<file path="src/rtl/async_fifo_pkg.sv">
// rtl/async_fifo_pkg.sv - shared parameters, pointer type and flag compare functions
//
// Purpose: defaults and helpers shared by the single-clock FIFO and its storage.
// Pointers are compared zero-extended to PTR_W_MAX bits so one pair of functions
// serves any ASIZE below PTR_W_MAX.
package async_fifo_pkg;

  localparam int DSIZE_DEF = 32;
  localparam int ASIZE_DEF = 4;
  localparam int PTR_W_MAX = 17;

  // Default-geometry pointer: ASIZE address bits plus one wrap bit.
  typedef logic [ASIZE_DEF:0] ptr_t;

  // Equal pointers, wrap bit included, mean no words are held.
  function automatic logic ptr_empty(input logic [PTR_W_MAX-1:0] wptr,
                                     input logic [PTR_W_MAX-1:0] rptr);
    return (wptr == rptr);
  endfunction

  // Full when only the wrap bit differs: the XOR of the pointers is exactly 1 << asize.
  function automatic logic ptr_full(input logic [PTR_W_MAX-1:0] wptr,
                                    input logic [PTR_W_MAX-1:0] rptr,
                                    input int unsigned          asize);
    logic [PTR_W_MAX-1:0] wrap_bit;
    wrap_bit = PTR_W_MAX'(1) << asize;
    return ((wptr ^ rptr) == wrap_bit);
  endfunction

endpackage

</file>
<file path="src/rtl/async_fifo_mem.sv">
// rtl/async_fifo_mem.sv - simple dual-port array, synchronous write, asynchronous read
//
// Ports:
//   clk    in  clock for the write port
//   we     in  write enable
//   waddr  in  write address (ASIZE bits)
//   wdata  in  write data (DSIZE bits)
//   raddr  in  read address (ASIZE bits)
//   rdata  out combinational read data (DSIZE bits)
// Contents are never reset.
module async_fifo_mem
  import async_fifo_pkg::*;
#(
  parameter int DSIZE = DSIZE_DEF,
  parameter int ASIZE = ASIZE_DEF
) (
  input  logic             clk,
  input  logic             we,
  input  logic [ASIZE-1:0] waddr,
  input  logic [DSIZE-1:0] wdata,
  input  logic [ASIZE-1:0] raddr,
  output logic [DSIZE-1:0] rdata
);

  logic [DSIZE-1:0] mem_q [2**ASIZE];

  always_ff @(posedge clk) begin
    if (we) begin
      mem_q[waddr] <= wdata;
    end
  end

  assign rdata = mem_q[raddr];

endmodule

</file>
<file path="src/rtl/async_fifo_1clk.sv">
// rtl/async_fifo_1clk.sv - single-clock show-ahead FIFO with the async_fifo port set
//
// Ports:
//   clk    in  sole clock
//   rst    in  synchronous active-high reset
//   winc   in  write request
//   wdata  in  write data (DSIZE bits)
//   wfull  out registered full flag
//   rinc   in  read/pop request
//   rdata  out head-of-FIFO word, valid while rempty is low
//   rempty out registered empty flag
// Optional macro ASYNC_FIFO_ASSERT_EN adds simulation-only overflow, underflow
// and flag-consistency checks; datapath behaviour is the same either way.
module async_fifo_1clk
  import async_fifo_pkg::*;
#(
  parameter int DSIZE = DSIZE_DEF,
  parameter int ASIZE = ASIZE_DEF
) (
  input  logic             clk,
  input  logic             rst,
  input  logic             winc,
  input  logic [DSIZE-1:0] wdata,
  output logic             wfull,
  input  logic             rinc,
  output logic [DSIZE-1:0] rdata,
  output logic             rempty
);

  logic [ASIZE:0] wptr_q, wptr_d;
  logic [ASIZE:0] rptr_q, rptr_d;
  logic           wfull_q, rempty_q;
  logic           do_write, do_read;

  // Each side is qualified only by its own registered flag, so a simultaneous
  // push and pop on a full FIFO pops only, and on an empty FIFO pushes only.
  assign do_write = winc && !wfull_q;
  assign do_read  = rinc && !rempty_q;

  always_comb begin
    wptr_d = wptr_q + {{ASIZE{1'b0}}, do_write};
    rptr_d = rptr_q + {{ASIZE{1'b0}}, do_read};
  end

  always_ff @(posedge clk) begin
    if (rst) begin
      wptr_q   <= '0;
      rptr_q   <= '0;
      rempty_q <= 1'b1;
      wfull_q  <= 1'b0;
    end else begin
      wptr_q   <= wptr_d;
      rptr_q   <= rptr_d;
      // Flags come from the next-state pointers so they are correct in the
      // cycle right after the edge that changed occupancy.
      rempty_q <= ptr_empty(PTR_W_MAX'(wptr_d), PTR_W_MAX'(rptr_d));
      wfull_q  <= ptr_full(PTR_W_MAX'(wptr_d), PTR_W_MAX'(rptr_d), ASIZE);
    end
  end

  // A write attempted in the reset cycle must not touch the array.
  async_fifo_mem #(
    .DSIZE(DSIZE),
    .ASIZE(ASIZE)
  ) u_mem (
    .clk  (clk),
    .we   (do_write && !rst),
    .waddr(wptr_q[ASIZE-1:0]),
    .wdata(wdata),
    .raddr(rptr_q[ASIZE-1:0]),
    .rdata(rdata)
  );

  assign wfull  = wfull_q;
  assign rempty = rempty_q;

`ifdef ASYNC_FIFO_ASSERT_EN
  always_ff @(posedge clk) begin
    if (!rst) begin
      assert (!(winc && wfull_q))
        else $error("async_fifo_1clk: write attempted while full");
      assert (!(rinc && rempty_q))
        else $error("async_fifo_1clk: read attempted while empty");
      assert (!(wfull_q && rempty_q))
        else $error("async_fifo_1clk: full and empty both set");
    end
  end
`else
`endif

endmodule

</file>
<file path="config.mk">
export PLATFORM = sky130hd
export DESIGN_NAME = async_fifo_1clk
export DESIGN_NICKNAME = d
export VERILOG_FILES = /design/src/rtl/async_fifo_pkg.sv /design/src/rtl/async_fifo_mem.sv /design/src/rtl/async_fifo_1clk.sv
export SDC_FILE = /design/constraint.sdc
export NUM_CORES = 1
export LEC_CHECK = 0
export CAP_MARGIN = 40
export CORE_ASPECT_RATIO = 0.9
export CORE_MARGIN = 8
export CORE_UTILIZATION = 33
export CTS_CLUSTER_SIZE = 40
export DETAILED_ROUTE_END_ITERATION = 6
export PLACE_DENSITY = 0.51
export SYNTH_ARGS = -nofsm -noshare
export SYNTH_HDL_FRONTEND = slang
export SYNTH_HIERARCHICAL = 1
export SYNTH_SLANG_ARGS = --single-unit
</file>
<file path="constraint.sdc">
create_clock -name clk -period 3.9 [get_ports clk]
set_input_delay 0.39 -clock clk [delete_from_list [all_inputs] [get_ports clk]]
set_output_delay 0.39 -clock clk [all_outputs]
set_load 0.005 [all_outputs]
</file>
==> metrics.md, run 1 <==
| Metric | Value |
|---|---|
| Die width | `273.7 um` |
| Worst Max-Slew Pin Slew | `0.6935 ns` |
| CP Capture Type | `output port` |
| Most numerous cell in the Yosys netlist | `sky130_fd_sc_hd__edfxtp_1` |
| Most frequent cells after synthesis | `512 x sky130_fd_sc_hd__edfxtp_1, 128 x sky130_fd_sc_hd__mux4_2, 64 x sky130_fd_sc_hd__a22oi_1` |
| Slew margin rel. | `0.5367` |
| Worst-skew pair later-pin latency | `0.60 ns` |
| Syn Inst Count | `between 800 and 900` |
| Share of async-settable or async-resettable flops after synthesis | `0` |
| WS Path Type | `flop to output port` |
| Reg2Reg Setup Slack | `approximately 1.5 ns` |
| Maximum clock insertion buffer count | `3` |
| Initial core utilization | `0.3317` |
| Number of synthesized register bits | `~520` |
| Global-route congestion overflow total | `0` |
| Routed len/inst | `24.52 um` |
| Worst hold path class | `flop to flop` |
| Area after DPL | `approximately 22,000 sq um` |
| Count of buffers from port buffering | `69` |
| Setup_tns | `0 ns` |
| Fin crit period | `3.376 ns` |
| Final RePlAce weighted congestion | `0.6840` |
| End of the critical path | `rdata[10]` |
| CTS clock-pin slew for the worst setup and hold paths | `0.06 ns` |
| Slowest-stage cell, CP | `sky130_fd_sc_hd__dfxtp_4` |
| Avg Synthesized Cell Area | `23.07 sq um` |
| Area fraction of the dominant cell type after synthesis | `0.7796` |
| Hold-fix buffer count after cts | `0` |
| Detail Route Antenna Nets | `0` |
| Number of global-route vias before repair | `about 9,600` |
| Via-to-Cell Ratio | `~5.1` |
| Arrival time at the worst endpoint | `2.99 ns` |
| Crit path from | `rptr_q[0]$_SDFF_PP0_` |
| Crit-path leading delay family | `buffers and inverters` |
| Netlist Area Pre-Place | `19,720 sq um` |
| WP buf/inv | `2` |
| Placed cell count | `~1,700` |
| CP Depth | `5` |
| Total count of hold-check failures in the final report | `0` |
| Placeable core area | `59,450 sq um` |
| Result of the run | `finished clean` |
| DRC marker count from the first detailed-route iteration | `around 610` |
| Number of warnings issued by yosys | `6` |
| Final-layout worst hold slack | `0.5162 ns` |
| R2R depth | `5` |
| Origin of the critical flop-to-flop path | `wfull$_SDFF_PP0_` |
| Sequential share of the synthesized area | `0.7918` |
| Number of nets produced by synthesis | `slightly below 900` |
| Overall Global Routing Usage | `0.1297` |
| Leading register cell type out of synthesis | `sky130_fd_sc_hd__edfxtp_1` |
| Number of iterations in the first detailed-routing pass | `4` |
| Highest attainable clock frequency | `0.2962 GHz` |
| Layout Skew | `0.01932 ns` |
| VDD IR max | `a little over 0.3 mV` |
| Count of different cell masters after synthesis | `24` |
| Vias after detailed routing | `9,111` |
| Worst reg2reg endpoint | `u_mem/mem_q[1][13]$_DFFE_PP_` |
| Die area | `a little under 70,000 sq um` |
| Number of antenna violations at the first check in global routing | `2` |
| Post-CTS Setup Inserts | `0` |
| Half-perimeter wire length after detailed placement | `around 25 mm` |
| Routed Wire Length | `43.92 mm` |
| Delay of the slowest cell on the worst path | `0.59 ns` |
| Placement Rows | `85` |
| IO Pins | `70` |
| Maxcap violations | `0` |
| Final Setup Violations | `0` |
| Share of cells above drive strength 1 | `0.2495` |
| CTS tree | `yes` |
| Power density over the cells | `511.7 nW/um^2` |
| Clock Root Buffer | `sky130_fd_sc_hd__clkbuf_16` |
| Post-route DRC violation count | `0` |
| Sink count of the clock tree | `524` |
| Final nets | `a little over 1,000` |
| Setup repair after global routing missed its margin | `no` |
| CTS-repair resized insts | `0` |
| Final-report max-slew violation count | `0` |
| Final Instance Count excl. Fillers | `1,791` |
| Largest net degree at the start of global routing | `50` |
| Biggest area consumer among synthesized cells | `sky130_fd_sc_hd__edfxtp_1` |
| Worst-path fanout max | `between 40 and 50` |
| H-tree levels | `2` |
| Vertical extent of the die | `247.9 um` |
| Synthesis-to-finish area growth | `18.49%` |
| Critical path data required time | `3.51 ns` |
| Wire length of the first global-routing pass | `65.22 mm` |
| Share of the clock period used by the worst path | `0.8655` |
| Sequence of cells on the critical path | `buf_12 > mux4_2 > a22oi_1 > nand2_1 > clkdlybuf4s50_1` |
| CP startpoint kind | `flop` |
| Number of CTS-inserted buffers | `54` |
| Leakage power figure | `7.030 nW` |
| Total non-filler cell area in the finished layout | `~23,000 sq um` |
| Post-synth EDFFs | `512` |
| Cells taking the most area after synthesis | `sky130_fd_sc_hd__edfxtp_1 78%, sky130_fd_sc_hd__mux4_2 15%, sky130_fd_sc_hd__a22oi_1 2.4%` |
==> worst reg2reg max path, delay by kind of cell, from the launching register on <==
family	cells	cell delay, ns
buffers and inverters	1	0.49
DFF	1	0.31
and+or+nand+nor	4	1.20
==> kinds of logic (layout without fill, tap and decap cells) <==
logic type	count (synthesis)	count (layout)	share of synthesized area
muxes	128	128	0.1462
AOI/OAI and AO/OA	65	65	0.02474
xor gates and xnor gates	11	11	0.004885
and+or+nand+nor	78	78	0.01821
DFF	524	524	0.7918
adders and majority gates	4	4	0.002538
buffers and inverters	45	196	0.01167
other	0	2	0
==> per-stage QoR <==
stage          utilization  total power [mW]  setup WS [ns]
6_report            0.3931             11.96         0.5245
5_1_grt             0.3930             12.38         0.3093
4_1_cts             0.3930             12.12         0.4182
3_5_place_dp        0.3661             7.345         0.8874
3_3_place_gp        0.3661             7.342         0.9119
2_1_floorplan            -             6.965         0.2618
==> report_power, final <==
part	leakage, nW	switching, mW	internal, mW
combinational	1.55	0.424	0.505
clock	0.773	2.04	2.72
sequential	4.71	0.0413	6.23
total	7.03	2.50	9.46
==> flip-flops by register name (all words and copies together) (netlist names) <==
register     count
wfull            1
rptr_q           5
rempty           1
wptr_q           5
u_mem/mem_q    512
==> layer usage <==
layer	share of wire	vias to the layer above	global-route usage
met2	0.47	196	0.2053
met3	0.043	53	0.02302
met5	0	-	0
met1	0.46	4985	0.1837
met4	0.019	0	0.03550
li1	-	3877	-
==> worst min-delay path by stage <==
stage / start / endpoint / slack (ns) / cells after the start
after global routing: wptr_q[4]$_SDFF_PP0_ / wptr_q[4]$_SDFF_PP0_ / 0.57 / 2
after CTS: rptr_q[4]$_SDFF_PP0_ / rptr_q[4]$_SDFF_PP0_ / 0.52 / 2
after global placement: wptr_q[4]$_SDFF_PP0_ / wptr_q[4]$_SDFF_PP0_ / 0.50 / 2
after detailed placement: rptr_q[4]$_SDFF_PP0_ / rptr_q[4]$_SDFF_PP0_ / 0.51 / 2
final: rptr_q[4]$_SDFF_PP0_ / rptr_q[4]$_SDFF_PP0_ / 0.52 / 2
after floorplan: rst / rptr_q[1]$_SDFF_PP0_ / 0.46 / 1
==> cell type report <==
| type | instances | area [sq um] |
|---|---|---|
| sequential | 524 | 15620 |
| fill | 5214 | 36080 |
| multi-input combinational | 286 | 4016 |
| clock buffer | 69 | 1408 |
| tap | 783 | 979.7 |
| antenna | 2 | 5.005 |
| inverter | 1 | 3.754 |
| timing repair buffer | 106 | 1144 |
| clock inverter | 20 | 190.2 |
==> layout by cell type (no fill, tap or decap) <==
master / n
sky130_fd_sc_hd__edfxtp_1: 512
sky130_fd_sc_hd__mux4_2: 128
sky130_fd_sc_hd__clkdlybuf4s50_1: 69
sky130_fd_sc_hd__a22oi_1: 64
sky130_fd_sc_hd__clkbuf_16: 54
sky130_fd_sc_hd__nand2_1: 33
sky130_fd_sc_hd__buf_4: 23
sky130_fd_sc_hd__clkbuf_1: 15
sky130_fd_sc_hd__buf_12: 14
sky130_fd_sc_hd__nor2_4: 13
sky130_fd_sc_hd__clkinv_1: 12
sky130_fd_sc_hd__dfxtp_1: 10
sky130_fd_sc_hd__nor2b_1: 6
sky130_fd_sc_hd__nand3_1: 6
sky130_fd_sc_hd__xor2_1: 6
sky130_fd_sc_hd__nor2_1: 6
sky130_fd_sc_hd__xnor2_1: 5
sky130_fd_sc_hd__ha_1: 4
sky130_fd_sc_hd__bufinv_16: 3
sky130_fd_sc_hd__nor3_2: 3
sky130_fd_sc_hd__diode_2: 2
sky130_fd_sc_hd__clkinv_2: 2
sky130_fd_sc_hd__dfxtp_4: 2
sky130_fd_sc_hd__nor2b_4: 2
sky130_fd_sc_hd__nand3b_1: 2
sky130_fd_sc_hd__nand2b_1: 2
sky130_fd_sc_hd__inv_1: 1
sky130_fd_sc_hd__and2_1: 1
sky130_fd_sc_hd__nor4b_2: 1
sky130_fd_sc_hd__o31ai_1: 1
sky130_fd_sc_hd__inv_16: 1
sky130_fd_sc_hd__clkinv_8: 1
sky130_fd_sc_hd__clkinv_4: 1
sky130_fd_sc_hd__and2_2: 1
sky130_fd_sc_hd__or3b_2: 1
sky130_fd_sc_hd__nor3_4: 1
Note: power is estimated with default switching activity, not from simulation.
==> run 2: changes to the inputs <==
SLEW_MARGIN = 20   (was not set)
==> results of run 2 <==
Final layout, timing and power as in run 1 (identical DEF).
==> run 3: changes to the inputs <==
CTS_BUF_LIST = sky130_fd_sc_hd__clkbuf_4 sky130_fd_sc_hd__clkbuf_8   (was not set)
==> run 3 against run 2 <==
Setup slack got worse by 0.090 ns. Clock skew up 0.0052 ns. Power is essentially flat. Worst hold slack worse by 0.0038 ns. Flip-flop and latch count is the same. Register-to-register slack is essentially flat. Sequential power is essentially flat. Clock-buffer cell count up 55. Clock power barely moved. Wire length rose by 1.4%. Die area did not move.
==> metrics.md, run 3 (synthesis results as in run 1) <==
| Metric | Value |
|---|---|
| Result of the run | `finished clean` |
| H-tree levels | `3 (+1)` |
| Placed cell count | `1,700 (unchanged)` |
| CTS tree | `yes` |
| Initial core utilization | `0.3317 (unchanged)` |
| Arrival time at the worst endpoint | `3.08 ns (+0.09 ns)` |
| CP startpoint kind | `flop` |
| Total count of hold-check failures in the final report | `0 (unchanged)` |
| Half-perimeter wire length after detailed placement | `24.76 mm (unchanged)` |
| Detail Route Antenna Nets | `0 (unchanged)` |
| Flip-flop count of the largest register, all copies and words added | `512 (unchanged)` |
| Final-layout worst hold slack | `0.5124 ns (-0.003834 ns)` |
| Post-CTS Setup Inserts | `0 (unchanged)` |
| Final-report max-slew violation count | `0 (unchanged)` |
| Maxcap violations | `0 (unchanged)` |
| Setup_tns | `0 ns (unchanged)` |
| Vias after detailed routing | `9,217 (+1.2%)` |
| Crit-path leading delay family | `buffers and inverters` |
| Registers with the most flip-flops | `u_mem/mem_q x512, rptr_q x5, wptr_q x5` |
| WS Path Type | `flop to output port` |
| Wire length of the first global-routing pass | `66.30 mm (+1.7%)` |
| Final nets | `1,049 (+3.6%)` |
| Count of fill cells added during filler insertion | `5,248 (+0.65%)` |
| Number of iterations in the first detailed-routing pass | `5 (+1)` |
| Number of CTS-inserted buffers | `90 (+67%)` |
| CTS-repair resized insts | `0 (unchanged)` |
| Synthesis-to-finish area growth | `19.17%` |
| Slowest-stage cell, CP | `sky130_fd_sc_hd__dfxtp_4` |
| CP Capture Type | `output port` |
| Share of cells above drive strength 1 | `0.3030 (+0.05347)` |
| Maximum clock insertion buffer count | `3 (unchanged)` |
| Final Setup Violations | `0 (unchanged)` |
| Final cell utilization of the core | `0.3953 (+0.002231)` |
| Delay of the slowest cell on the worst path | `0.59 ns (about the same)` |
| Power density over the cells | `509.3 nW/um^2 (-0.47%)` |
| Global-route congestion overflow total | `0 (unchanged)` |
| Min setup slack post-route | `0.4346 ns (-0.08990 ns)` |
| Largest net degree at the start of global routing | `50 (unchanged)` |
| Register with the most flip-flops | `u_mem/mem_q` |
| Setup repair after global routing missed its margin | `no` |
| Area after DPL | `21,770 sq um (unchanged)` |
| Die area | `67,850 sq um (unchanged)` |
| VDD IR max | `0.1975 mV (-35%)` |
| Post-route DRC violation count | `0 (unchanged)` |
| Vertical extent of the die | `247.9 um (unchanged)` |
| Worst hold path class | `flop to flop` |
| Post-layout total power | `11.97 mW (about the same)` |
| Fin crit period | `3.465 ns (+0.08990 ns)` |
| WP buf/inv | `2 (unchanged)` |
| Worst Max-Slew Pin Slew | `0.6979 ns (+0.004385 ns)` |
| Placeable core area | `59,450 sq um (unchanged)` |
| Critical path data required time | `3.51 ns (about the same)` |
| Highest attainable clock frequency | `0.2886 GHz (-2.6%)` |
| Total non-filler cell area in the finished layout | `23,500 sq um (+0.57%)` |
| Sink count of the clock tree | `524 (unchanged)` |
| Leading cell types in the layout, fill and taps excluded | `512 x sky130_fd_sc_hd__edfxtp_1, 128 x sky130_fd_sc_hd__mux4_2, 93 x sky130_fd_sc_hd__clkbuf_8` |
| Worst-path fanout max | `42 (unchanged)` |
| IO Pins | `70 (unchanged)` |
| Routed Wire Length | `44.52 mm (+1.4%)` |
| Routed len/inst | `23.93 um (-2.4%)` |
| Number of global-route vias before repair | `10,030 (+4.2%)` |
| Layout Skew | `0.02449 ns (+0.005177 ns)` |
| Slew margin rel. | `0.5338 (-0.002930)` |
| Number of antenna violations at the first check in global routing | `2 (unchanged)` |
| Clock Root Buffer | `sky130_fd_sc_hd__clkbuf_8` |
| Via-to-Cell Ratio | `4.955 (-2.6%)` |
| CTS clock-pin slew for the worst setup and hold paths | `0.06 ns (about the same)` |
| Count of buffers from port buffering | `69 (unchanged)` |
| Leakage power figure | `7.166 nW (+1.9%)` |
| Final RePlAce weighted congestion | `0.6840 (unchanged)` |
| Share of the clock period used by the worst path | `0.8886 (+0.02305)` |
| Final Instance Count excl. Fillers | `1,860 (+3.9%)` |
| Commonest non-fill, non-tap cell in the layout | `sky130_fd_sc_hd__edfxtp_1` |
| Placement Rows | `85 (unchanged)` |
| Overall Global Routing Usage | `0.1324 (+0.002680)` |
| Hold-fix buffer count after cts | `0 (unchanged)` |
| Place WS | `0.8874 ns (unchanged)` |
| Sequence of cells on the critical path | `buf_12 > mux4_2 > a22oi_1 > nand2_1 > clkdlybuf4s50_1` |
| Die width | `273.7 um (unchanged)` |
| Worst-skew pair later-pin latency | `0.66 ns (+0.06 ns)` |
| DRC marker count from the first detailed-route iteration | `731 (+20%)` |
run 3: changes by cell type in the layout (fill, tap and decap cells not counted), moves of 3 or more:
cell	change
sky130_fd_sc_hd__clkbuf_4	+31
sky130_fd_sc_hd__clkbuf_16	-54
sky130_fd_sc_hd__clkinv_2	+4
sky130_fd_sc_hd__clkinv_1	+10
sky130_fd_sc_hd__clkbuf_1	-15
sky130_fd_sc_hd__clkinvlp_4	+3
sky130_fd_sc_hd__clkbuf_8	+93
run 3: layout make-up:
| cell class | instances | area, sq um | area share |
|---|---|---|---|
| Tap cell | 783 | 979.7 | 0.04169 |
| Multi-Input combinational cell | 286 | 4016 | 0.1709 |
| Clock buffer | 124 | 1513 | 0.06437 |
| Timing Repair Buffer | 106 | 1144 | 0.04866 |
| Inverter | 1 | 3.754 | 0.0001597 |
| Clock inverter | 35 | 220.2 | 0.009370 |
| Sequential cell | 524 | 15620 | 0.6648 |
| Antenna cell | 1 | 2.502 | 0.0001065 |
run 3: routing by layer:
layer / up-vias / global-route usage / wire length, um
met5: - / 0 / 11
met4: 2 / 0.04080 / 980
met2: 241 / 0.2080 / 20760
met3: 86 / 0.03197 / 2255
li1: 3962 / - / -
met1: 4926 / 0.1814 / 20510
run 3: tightest hold or removal path, stage by stage, from the launching register on:
cell                      delay, ns
sky130_fd_sc_hd__dfxtp_1       0.32
sky130_fd_sc_hd__xor2_1        0.09
sky130_fd_sc_hd__nor2_1        0.07
run 3: where the power goes:
group          internal (mW)  switching (mW)  leakage (nW)  total, mW
sequential              6.23          0.0414          4.71       6.27
combinational          0.505           0.424          1.55      0.929
clock                   2.63            2.14         0.909       4.77
total                   9.37            2.60          7.17       12.0
run 3: final timing paths:
check,start,to,slack [ns],cells past startpoint
max reg2reg,wfull$_SDFF_PP0_,u_mem/mem_q[1][14]$_DFFE_PP_,1.51,5
max,rptr_q[0]$_SDFF_PP0_,rdata[10],0.43,5
min reg2reg,rptr_q[4]$_SDFF_PP0_,rptr_q[4]$_SDFF_PP0_,0.51,2
min,rptr_q[4]$_SDFF_PP0_,rptr_q[4]$_SDFF_PP0_,0.51,2
